$ cat src/rtl/fifo_read_stream.sv
// fifo_read_stream: turns a FIFO read port (empty/ren/rdata with one cycle
// of read latency) into a valid/ready stream through a 3-entry skid buffer.
// Optional feature: define FIFO_READ_STREAM_CNT_EN to add the 16-bit
// xfer_cnt output that counts stream handshakes.
module fifo_read_stream #(
    parameter int DW = 8
) (
    input  logic          rclk,
    input  logic          rrst,
    input  logic          flush,
    input  logic          empty,
    output logic          ren,
    input  logic [DW-1:0] rdata,
    output logic          m_valid,
    input  logic          m_ready,
    output logic [DW-1:0] m_data,
    output logic [1:0]    occ
`ifdef FIFO_READ_STREAM_CNT_EN
    ,
    output logic [15:0]   xfer_cnt
`endif
);

    logic [DW-1:0] mem_q [3];
    logic [1:0]    rdPtr_q, rdPtr_d;
    logic [1:0]    wrPtr_q, wrPtr_d;
    logic [1:0]    occ_q, occ_d;
    logic          inflight_q, inflight_d;
    logic [2:0]    reserved;
    logic          capture;
    logic          pop;

    // Pointers walk 0,1,2,0 so the three slots are reused without a gap.
    function automatic logic [1:0] nextPtr(input logic [1:0] p);
        return (p == 2'd2) ? 2'd0 : p + 2'd1;
    endfunction

    // Slots already promised: buffered words plus the word coming back from the FIFO.
    always_comb begin
        reserved = {1'b0, occ_q} + {2'b0, inflight_q};
        ren      = !empty && !flush && !rrst && (reserved < 3'd3);
        capture  = inflight_q && !flush;
        pop      = m_valid && m_ready && !flush;
    end

    // Next-state for pointers, occupancy and the in-flight flag; flush wipes everything.
    always_comb begin
        rdPtr_d    = rdPtr_q;
        wrPtr_d    = wrPtr_q;
        occ_d      = occ_q;
        inflight_d = inflight_q;
        if (flush) begin
            rdPtr_d    = 2'd0;
            wrPtr_d    = 2'd0;
            occ_d      = 2'd0;
            inflight_d = 1'b0;
        end else begin
            inflight_d = ren;
            if (capture) begin
                wrPtr_d = nextPtr(wrPtr_q);
            end
            if (pop) begin
                rdPtr_d = nextPtr(rdPtr_q);
            end
            case ({capture, pop})
                2'b10:   occ_d = occ_q + 2'd1;
                2'b01:   occ_d = occ_q - 2'd1;
                default: occ_d = occ_q;
            endcase
        end
    end

    // Control state register; reset drops any word still on its way from the FIFO.
    always_ff @(posedge rclk or posedge rrst) begin
        if (rrst) begin
            rdPtr_q    <= 2'd0;
            wrPtr_q    <= 2'd0;
            occ_q      <= 2'd0;
            inflight_q <= 1'b0;
        end else begin
            rdPtr_q    <= rdPtr_d;
            wrPtr_q    <= wrPtr_d;
            occ_q      <= occ_d;
            inflight_q <= inflight_d;
        end
    end

    // Buffer storage: the returning FIFO word lands at the tail one edge after its read.
    always_ff @(posedge rclk or posedge rrst) begin
        if (rrst) begin
            for (int i = 0; i < 3; i++) begin
                mem_q[i] <= '0;
            end
        end else if (capture) begin
            mem_q[wrPtr_q] <= rdata;
        end
    end

    assign m_valid = (occ_q != 2'd0);
    assign m_data  = mem_q[rdPtr_q];
    assign occ     = occ_q;

`ifdef FIFO_READ_STREAM_CNT_EN
    logic [15:0] xferCnt_q;

    // Handshake counter, wraps naturally at 16 bits and is zeroed by flush.
    always_ff @(posedge rclk or posedge rrst) begin
        if (rrst) begin
            xferCnt_q <= 16'd0;
        end else if (flush) begin
            xferCnt_q <= 16'd0;
        end else if (m_valid && m_ready) begin
            xferCnt_q <= xferCnt_q + 16'd1;
        end
    end

    assign xfer_cnt = xferCnt_q;
`endif

endmodule

$ cat config.mk
export PLATFORM = sky130hd
export DESIGN_NAME = fifo_read_stream
export DESIGN_NICKNAME = d
export VERILOG_FILES = /design/src/rtl/fifo_read_stream.sv
export SDC_FILE = /design/constraint.sdc
export NUM_CORES = 1
export LEC_CHECK = 0
export CORE_MARGIN = 4
export CORE_UTILIZATION = 41
export DETAILED_ROUTE_END_ITERATION = 16
export PLACE_DENSITY = 0.67
export SYNTH_ARGS = -nofsm -noshare
export SYNTH_HDL_FRONTEND = slang
export SYNTH_SLANG_ARGS = --single-unit
$ cat constraint.sdc
create_clock -name rclk -period 1.7 [get_ports rclk]
set_clock_uncertainty 0.2 [all_clocks]
set_input_delay 0.34 -clock rclk [delete_from_list [all_inputs] [get_ports rclk]]
set_output_delay 0.34 -clock rclk [all_outputs]
set_load 0.01 [all_outputs]
# [Word-level counts from Yosys, hierarchy flattened]
# Index checks and enable logic that the tools add are counted.
[op_classes] add_sub_neg=5 magnitude_cmp=4 eq_ne=4 muxes=15 bitwise_logic=2 n_reduce_logical=14
[op_table] op="$bwmux 24" count=1
[op_table] op="$mux 8" count=3
[op_table] op="$bmux 8 s2" count=1
[op_table] op="$demux 8 s2" count=1
[op_table] op="$mux 2" count=7
[op_table] op="$logic_and 1x1->1" count=7
[op_table] op="$add 2x1->2 const B" count=3
[op_table] op="$eq 2x2->1 const B" count=3
[op_table] op="$ge 3x3->1 const B" count=2
[op_table] op="$not 2->3" count=2
[op_table] op="$reduce_bool 2->1" count=3
[op_table] op="$pmux 2 s2" count=1
[op_table] op="$add 2x1->3" count=1
[op_table] op="$logic_not 1->1" count=3
[op_table] op="$lt 3x1->1 const B" count=1
[op_table] op="$lt 3x2->1 const B" count=1
[op_table] op="$reduce_bool 3->1" count=1
[op_table] op="$eq 2x1->1 const B" count=1
[op_table] op="$sub 2x1->2 const B" count=1
[op_table] op="$mux 1" count=1
[word_totals] reg_bits=31 inputBits=13 output_inout_bits=12 elab_cells=51

# [Depth between registers and ports, before layout]
# Gate-level depths: netlist of run 1.
[logic_depth] ltp_word=6 ltp_mapped=4 depth_no_buf=4

# [Worst setup path before layout of run 1]
# OpenSTA, ideal clock, no wires.
[synth_path] kind="reg-to-output" from="register occ_q[0], in the netlist occ[0]" to="output port ren" t_arrival_ps=1453 t_required_ps=1160 slack_ps=-293 stages_incl_launch_ff=5 n_path_buf=0 cell_sequence="dfrtp_1 ha_1 ha_1 or4_1 a21oi_1"
[synth_via] elab_chain_cells=3
[synth_rtl] item="start, declared" line="27" rtl="logic [1:0] occ_q, occ_d;"
[synth_rtl] item="start signal, assigned" line="78" rtl="occ_q <= 2'd0;"
[synth_rtl] item="start signal, assigned" line="83" rtl="occ_q <= occ_d;"
[synth_rtl] item="$add 2x1->3" line="40" rtl="reserved = {1'b0, occ_q} + {2'b0, inflight_q};"
[synth_rtl] item="$lt 3x2->1" line="41" rtl="ren = !empty && !flush && !rrst && (reserved < 3'd3);"
[synth_rtl] item="$logic_and 1x1->1" line="41"
[synth_rtl] item="end, declared" line="12" rtl="output logic ren,"
# No other way between the ends.

# [Final worst setup path of run 1]
[layout_path] from="register inflight_q" to="output port ren"
[layout_via] elab_chain_cells=3
[layout_rtl] item="start, declared" line="28" rtl="logic inflight_q, inflight_d;"
[layout_rtl] item="start signal, assigned" line="84" rtl="inflight_q <= inflight_d;"
[layout_rtl] item="$add 2x1->3" line="40"
[layout_rtl] item="$lt 3x2->1" line="41"
[layout_rtl] item="$logic_and 1x1->1" line="41"
# No other way between the ends.

==> metrics.yaml, run 1 <==
status: "complete, but fails checks"
violations: "negative setup slack"
dpl.cell_count: 201
gp_congestion: 0.7275
clk_transition_reported_paths_ns: 0.10
hp-class: "in -> async"
maxCapViolCount: 0
wirelength_um: 3277
drc: 0
drt_iter0_drc: 13
timing.final.ws_setup_ns: -0.6050
grt_max_degree: 32
fin_setup_tns_ns: -2.734
report.final.hold_viol_count: 0
num_rows: 21
place_area_sq_mm: 0.001934
syn_area_per_cell_sq_um: 12.46
relSlewSlack: 0.7383
diodes: 0
die_width_um: 68.14
cts_inserted_buffers: 5
setup_viol: 24
worst_skew_pair.late_latency_ns: 0.34
yosys-top-cells-area: "dfrtp_1 (52%), mux2_2 (19%), mux2i_1 (6.1%)"
syn-num-nets: 134
power.density_mw_per_mm2: 793.3
cp_data_arrival_time_ns: 1.76
die_y_um: 68.14
cts_max_level: 2
synth_cell_types: 27
critPathRequiredTime_ns: 1.16
synth_top_cell_by_area: "dfrtp_1"
start_util: 0.4341
hpwl_um: 2313
stdcell_count: 212
p_leak_nw: 0.9016
tightest_slew_ns: 0.3827
grt_antenna_before_repair: 0
path_class: "reg -> out"
rsz0062_at_grt: "true"
yosysWarnings: 0
synth_top_area_frac: 0.5232
rr_endpoint: "mem_q[14]"
dieArea_sq_mm: 0.004642
end_kind: "output port"
ir_drop_v: 0.0005076
maxSlewViolCount: 0
critPathLaunchType: "register"
vias_per_cell: 5.311
tritoncts: "done"
io_pins: 25
track_usage: 0.1591
fin_nets: 180
synth-edff-count: 0
cts_buffer_depth: 2
r2r_setup_slack_ns: -0.05
first_pass_iters: 4
fmax_mhz: 433.8
port_buffers: 24
post-route-min-period_ns: 2.305
fin_area_sq_mm: 0.002043
syn_inst: 119
wl_per_cell_um: 15.46
yosysSeqAreaShare: 0.5232
ff2ff_path_depth: 5
coreArea_sq_mm: 0.003416
drtAntennaViolNets: 0
via_count: 1126
ys.flop_type: "dfrtp_1"
netlist_area_sq_mm: 0.001483
drive_gt1_frac: 0.5120
grt_pass1_vias: 1172
worstPathMaxFanout: 2
root_buffer: "clkbuf_4"
syn2layout_area_growth_pct: 37.81
worstReg2RegStart: "inflight_q"
overflow: 0
timing.final.crit_share: 1.356
ys_ff_latch: 31
async_reset_ff_frac: 1.000
grt_first_pass_wirelength_um: 5271
cts_sinks: 31
==> cells in the mapped netlist, types with 2 or more instances <==
master / number
ha_1: 2
inv_1: 3
nor3b_4: 2
nor2_1: 3
nand2_1: 11
a21oi_1: 6
mux2i_1: 9
o21ai_0: 10
dfrtp_1: 31
mux2_2: 25
==> worst max-delay path by stage <==
stage                           from  end  slack [ns]  cells past startpoint
final                     inflight_q  ren       -0.60                      5
after global routing      inflight_q  ren       -0.66                      5
after CTS                 inflight_q  ren       -0.63                      5
after detailed placement       flush  ren       -0.86                      4
after global placement         flush  ren       -0.81                      4
after floorplan               occ[0]  ren       -0.18                      4
==> worst max-delay path, stage by stage (launching register included) <==
cell,delay [ns]
dfrtp_1,0.42
ha_4,0.17
ha_2,0.16
or4_4,0.45
a21oi_4,0.13
buf_6,0.11
==> stage by stage <==
step,power (mW),hold slack (ns),setup WS [ns],util
3_3_place_gp,1.236,0.2885,-0.8093,0.5663
6_report,1.621,0.1959,-0.6050,0.5982
3_5_place_dp,1.252,0.2952,-0.8590,0.5663
5_1_grt,1.710,0.2016,-0.6624,0.5982
4_1_cts,1.621,0.2067,-0.6252,0.5850
2_1_floorplan,1.061,0.1995,-0.1832,-
==> timing repair <==
action / 4_1_cts / 5_1_grt
cloned: 0 / 0
pin swaps: 2 / 2
endpoints found under the setup margin: 36 / 32
buffers inserted: 4 / 1
resized for setup: 65 / 19
hold buffers: 0 / 0
==> state kept, by name, summed over array words and instances (netlist names) <==
register / count
mem_q: 24
rdPtr_q: 2
inflight_q: 1
wrPtr_q: 2
occ: 2
==> final cells by class <==
| cell class | instances | area (sq um) |
|---|---|---|
| sequential | 31 | 777.0 |
| clock buffer | 7 | 45.04 |
| fill | 312 | 1373 |
| timing repair buffer | 43 | 402.9 |
| tap | 46 | 57.56 |
| multi-input combinational | 81 | 744.5 |
| inverter | 3 | 11.26 |
| clock inverter | 1 | 5.005 |
==> logic make-up after synthesis <==
family	Yosys count	synth area share
AO/OA/AOI/OAI	18	0.06498
adder cells (fa/ha/maj)	2	0.01687
buffers and inverters	7	0.02109
flip-flops	31	0.5232
multiplexers	34	0.2506
AND/OR/NAND/NOR	27	0.1232
==> cell usage in the layout, fill, tap and decap left out, types with 2 or more instances in the layout <==
master and n:
a21oi_1 5, mux2_2 25, dfrtp_1 30, mux2i_1 8, buf_4 7, nand2_2 6
o21ai_2 4, inv_1 3, nor3b_4 2, clkbuf_4 5, clkdlybuf4s50_1 11, o21ai_0 2
buf_6 13, o21ai_1 4, buf_2 8, buf_12 2, nor2_1 3, clkbuf_1 2
nand2_1 5
==> layer usage <==
metal  vias up  GRT usage  routed length, um
li1        519          -                  -
met1       573     0.1893               1337
met2        24     0.2587               1739
met3        10    0.04433                104
met4         0    0.08685                 96
met5         -          0                  0
==> power breakdown <==
part | switching (mW) | internal (mW)
clock | 0.248 | 0.161
sequential | 0.0489 | 0.823
combinational | 0.148 | 0.192
Power figures use the tool's default switching activity.
==> run 2: changes to the inputs <==
Settings changed: CTS_CLUSTER_DIAMETER from default to 60, CTS_CLUSTER_SIZE from default to 24.
==> results of run 2 <==
The final DEF is identical to that of run 1; final timing and power are the same.
==> run 3: changes to the inputs <==
Settings changed: ABC_AREA from default to 1, PLACE_DENSITY 0.67 to 0.66, SLEW_MARGIN from default to 20.
==> metrics.yaml, run 3 <==
status: "complete, but fails checks"
violations: "negative setup slack"
die_y_um: 69.32  # +1.7%
p_leak_nw: 1.159  # +29%
die_width_um: 69.32  # +1.7%
drtAntennaViolNets: 0  # unchanged
maxSlewViolCount: 0  # unchanged
largest_register_ffs: 24  # unchanged
grt_pass1_vias: 1408  # +20%
syn_area_per_cell_sq_um: 9.014  # -28%
fin_area_sq_mm: 0.002360  # +15%
overflow: 0  # unchanged
ir_drop_v: 0.0006196  # +22%
fin_nets: 245  # +36%
wirelength_um: 4168  # +27%
critPathLaunchType: "register"
port_buffers: 24  # unchanged
mostFrequentLayoutCells: "nand2_1 (54), dfrtp_1 (29), o21ai_2 (24)"
power.density_mw_per_mm2: 1267  # +60%
yosysWarnings: 0  # unchanged
coreArea_sq_mm: 0.003633  # +6.4%
clk_transition_reported_paths_ns: 0.07  # -0.03 ns
drc: 0  # unchanged
cts_buffer_depth: 2  # unchanged
drive_gt1_frac: 0.4502  # -0.06183
tightest_slew_ns: 0.4069  # +0.02424 ns
cp_data_arrival_time_ns: 1.44  # -0.32 ns
io_pins: 25  # unchanged
tritoncts: "done"
gp_congestion: 0.6986  # -4.0%
hpwl_um: 2362  # +2.1%
ys_top_cells_by_count: "nand2_1 (63), dfrtp_1 (31), o21ai_2 (24), inv_1 (21), nand3_1 (12)"
ff2ff_path_depth: 9  # +4
track_usage: 0.1719  # +0.01284
root_buffer: "clkbuf_8"
start_util: 0.4242  # -0.009824
netlist_area_sq_mm: 0.001541  # +4.0%
post-route-min-period_ns: 1.977  # -0.3281 ns
synth_top_cell_by_area: "dfrtp_1"
wl_per_cell_um: 14.94  # -3.4%
grt.met3_usage: 0.05072  # +0.006390
layout_commonest_cell: "nand2_1"
regMostFlops: "mem_q"
grt_max_degree: 32  # unchanged
yosys-top-cells-area: "dfrtp_1 (50%), nand2_1 (15%), o21ai_2 (14%)"
grt_util_met1: 0.2039  # +0.01454
syn_inst: 171  # +44%
fin_setup_tns_ns: -1.802  # +0.9317 ns
fmax_mhz: 505.8  # +17%
cts_inserted_buffers: 5  # unchanged
yosysSeqAreaShare: 0.5032  # -0.01996
cts_sinks: 31  # unchanged
first_pass_iters: 4  # unchanged
ys.flop_type: "dfrtp_1"
gr-usage-met2: 0.2786  # +0.01988
syn2layout_area_growth_pct: 53.08
end_kind: "output port"
place_area_sq_mm: 0.001966  # +1.6%
drt_iter0_drc: 47  # +34
grt_antenna_before_repair: 0  # unchanged
hp-class: "reg -> reg"
path_class: "reg -> out"
critPathRequiredTime_ns: 1.16  # about the same
via_count: 1413  # +25%
cts_max_level: 2  # unchanged
synth_top_area_frac: 0.5032  # -0.01996
worstPathMaxFanout: 2  # unchanged
synth-edff-count: 0  # unchanged
timing.final.ws_setup_ns: -0.2769  # +0.3281 ns
synth_cell_types: 13  # -52%
async_reset_ff_frac: 1.000  # unchanged
vias_per_cell: 5.065  # -4.6%
hold_depth: 2
worst_skew_pair.late_latency_ns: 0.28  # -0.06 ns
syn-num-nets: 186  # +39%
num_rows: 22  # +4.8%
grt_first_pass_wirelength_um: 6444  # +22%
yosysMostFrequentCell: "nand2_1"
maxCapViolCount: 0  # unchanged
report.final.hold_viol_count: 0  # unchanged
gr-max-usage-layer: "met2"
ys_ff_latch: 31  # unchanged
relSlewSlack: 0.7287  # -0.009560
dieArea_sq_mm: 0.004805  # +3.5%
diodes: 0  # unchanged
timing.final.crit_share: 1.163  # -0.1930
setup_viol: 9  # -63%
rsz0062_at_grt: "true"
==> run 3: final timing paths <==
| path | endpoint | from | slack [ns] |
|---|---|---|---|
| setup / recovery | ren | occ[0] | -0.28 |
| hold / removal | mem_q[18] | mem_q[18] | 0.29 |
| setup reg to reg | rdPtr_q[0] | rdPtr_q[0] | 0.09 |
| hold reg to reg | mem_q[18] | mem_q[18] | 0.29 |
| max in group asynchronous | occ[0] | rrst | 0.64 |
| min in group asynchronous | mem_q[14] | rrst | 0.34 |
==> run 3: worst max-delay path, cell delays in order (launching register included) <==
cell and delay (ns):
dfrtp_2 0.42, ha_4 0.17, ha_4 0.23, a211oi_2 0.17, buf_2 0.16
==> run 3: power breakdown <==
group,total [mW],switching [mW],internal [mW]
Sequential,0.998,0.103,0.895
Clock,0.643,0.273,0.369
Combinational,1.35,0.628,0.721
Total,2.99,1.00,1.99
==> run 3: final cells by class <==
| type | instances | area, sq um |
|---|---|---|
| Clock buffer | 8 | 100.1 |
| Fill cell | 311 | 1274 |
| Inverter | 21 | 82.58 |
| Multi-Input combinational cell | 118 | 802.0 |
| Sequential cell | 31 | 778.2 |
| Tap cell | 48 | 60.06 |
| Timing Repair Buffer | 53 | 536.8 |
==> run 3: logic make-up (layout without fill, tap and decap cells) <==
group,Yosys count,after routing,synth area share
adder cells (fa/ha/maj),2,2,0.01623
AO/OA/AOI/OAI,31,31,0.1640
flip-flops,31,31,0.5032
AND/OR/NAND/NOR,83,85,0.2435
buffers and inverters,24,82,0.07305
==> run 3: timing repair <==
item / CTS / global route
buffers inserted: 14 / 2
pin swaps: 8 / 7
endpoints found under the setup margin: 12 / 26
hold buffers: 0 / 0
gates resized for setup: 86 / 7
cloned: 0 / 2
==> run 3: layer usage <==
layer / wire length [um] / up-vias
met5: 0 / -
met4: 70 / 0
met3: 257 / 9
met2: 2201 / 57
met1: 1639 / 679
li1: - / 668
==> run 3: per-stage QoR <==
step | utilization | instances | setup slack, ns | power, mW | hold WS (ns)
floorplan | - | 171 | 0.04096 | 1.503 | 0.06626
global placement | 0.5410 | 256 | -0.5043 | 2.024 | 0.2650
detailed placement | 0.5410 | 256 | -0.5168 | 2.066 | 0.2680
CTS | 0.6305 | 278 | -0.3000 | 2.964 | 0.2845
global route | 0.6494 | 279 | -0.3566 | 3.172 | 0.3128
finish | 0.6494 | 279 | -0.2769 | 2.990 | 0.2879
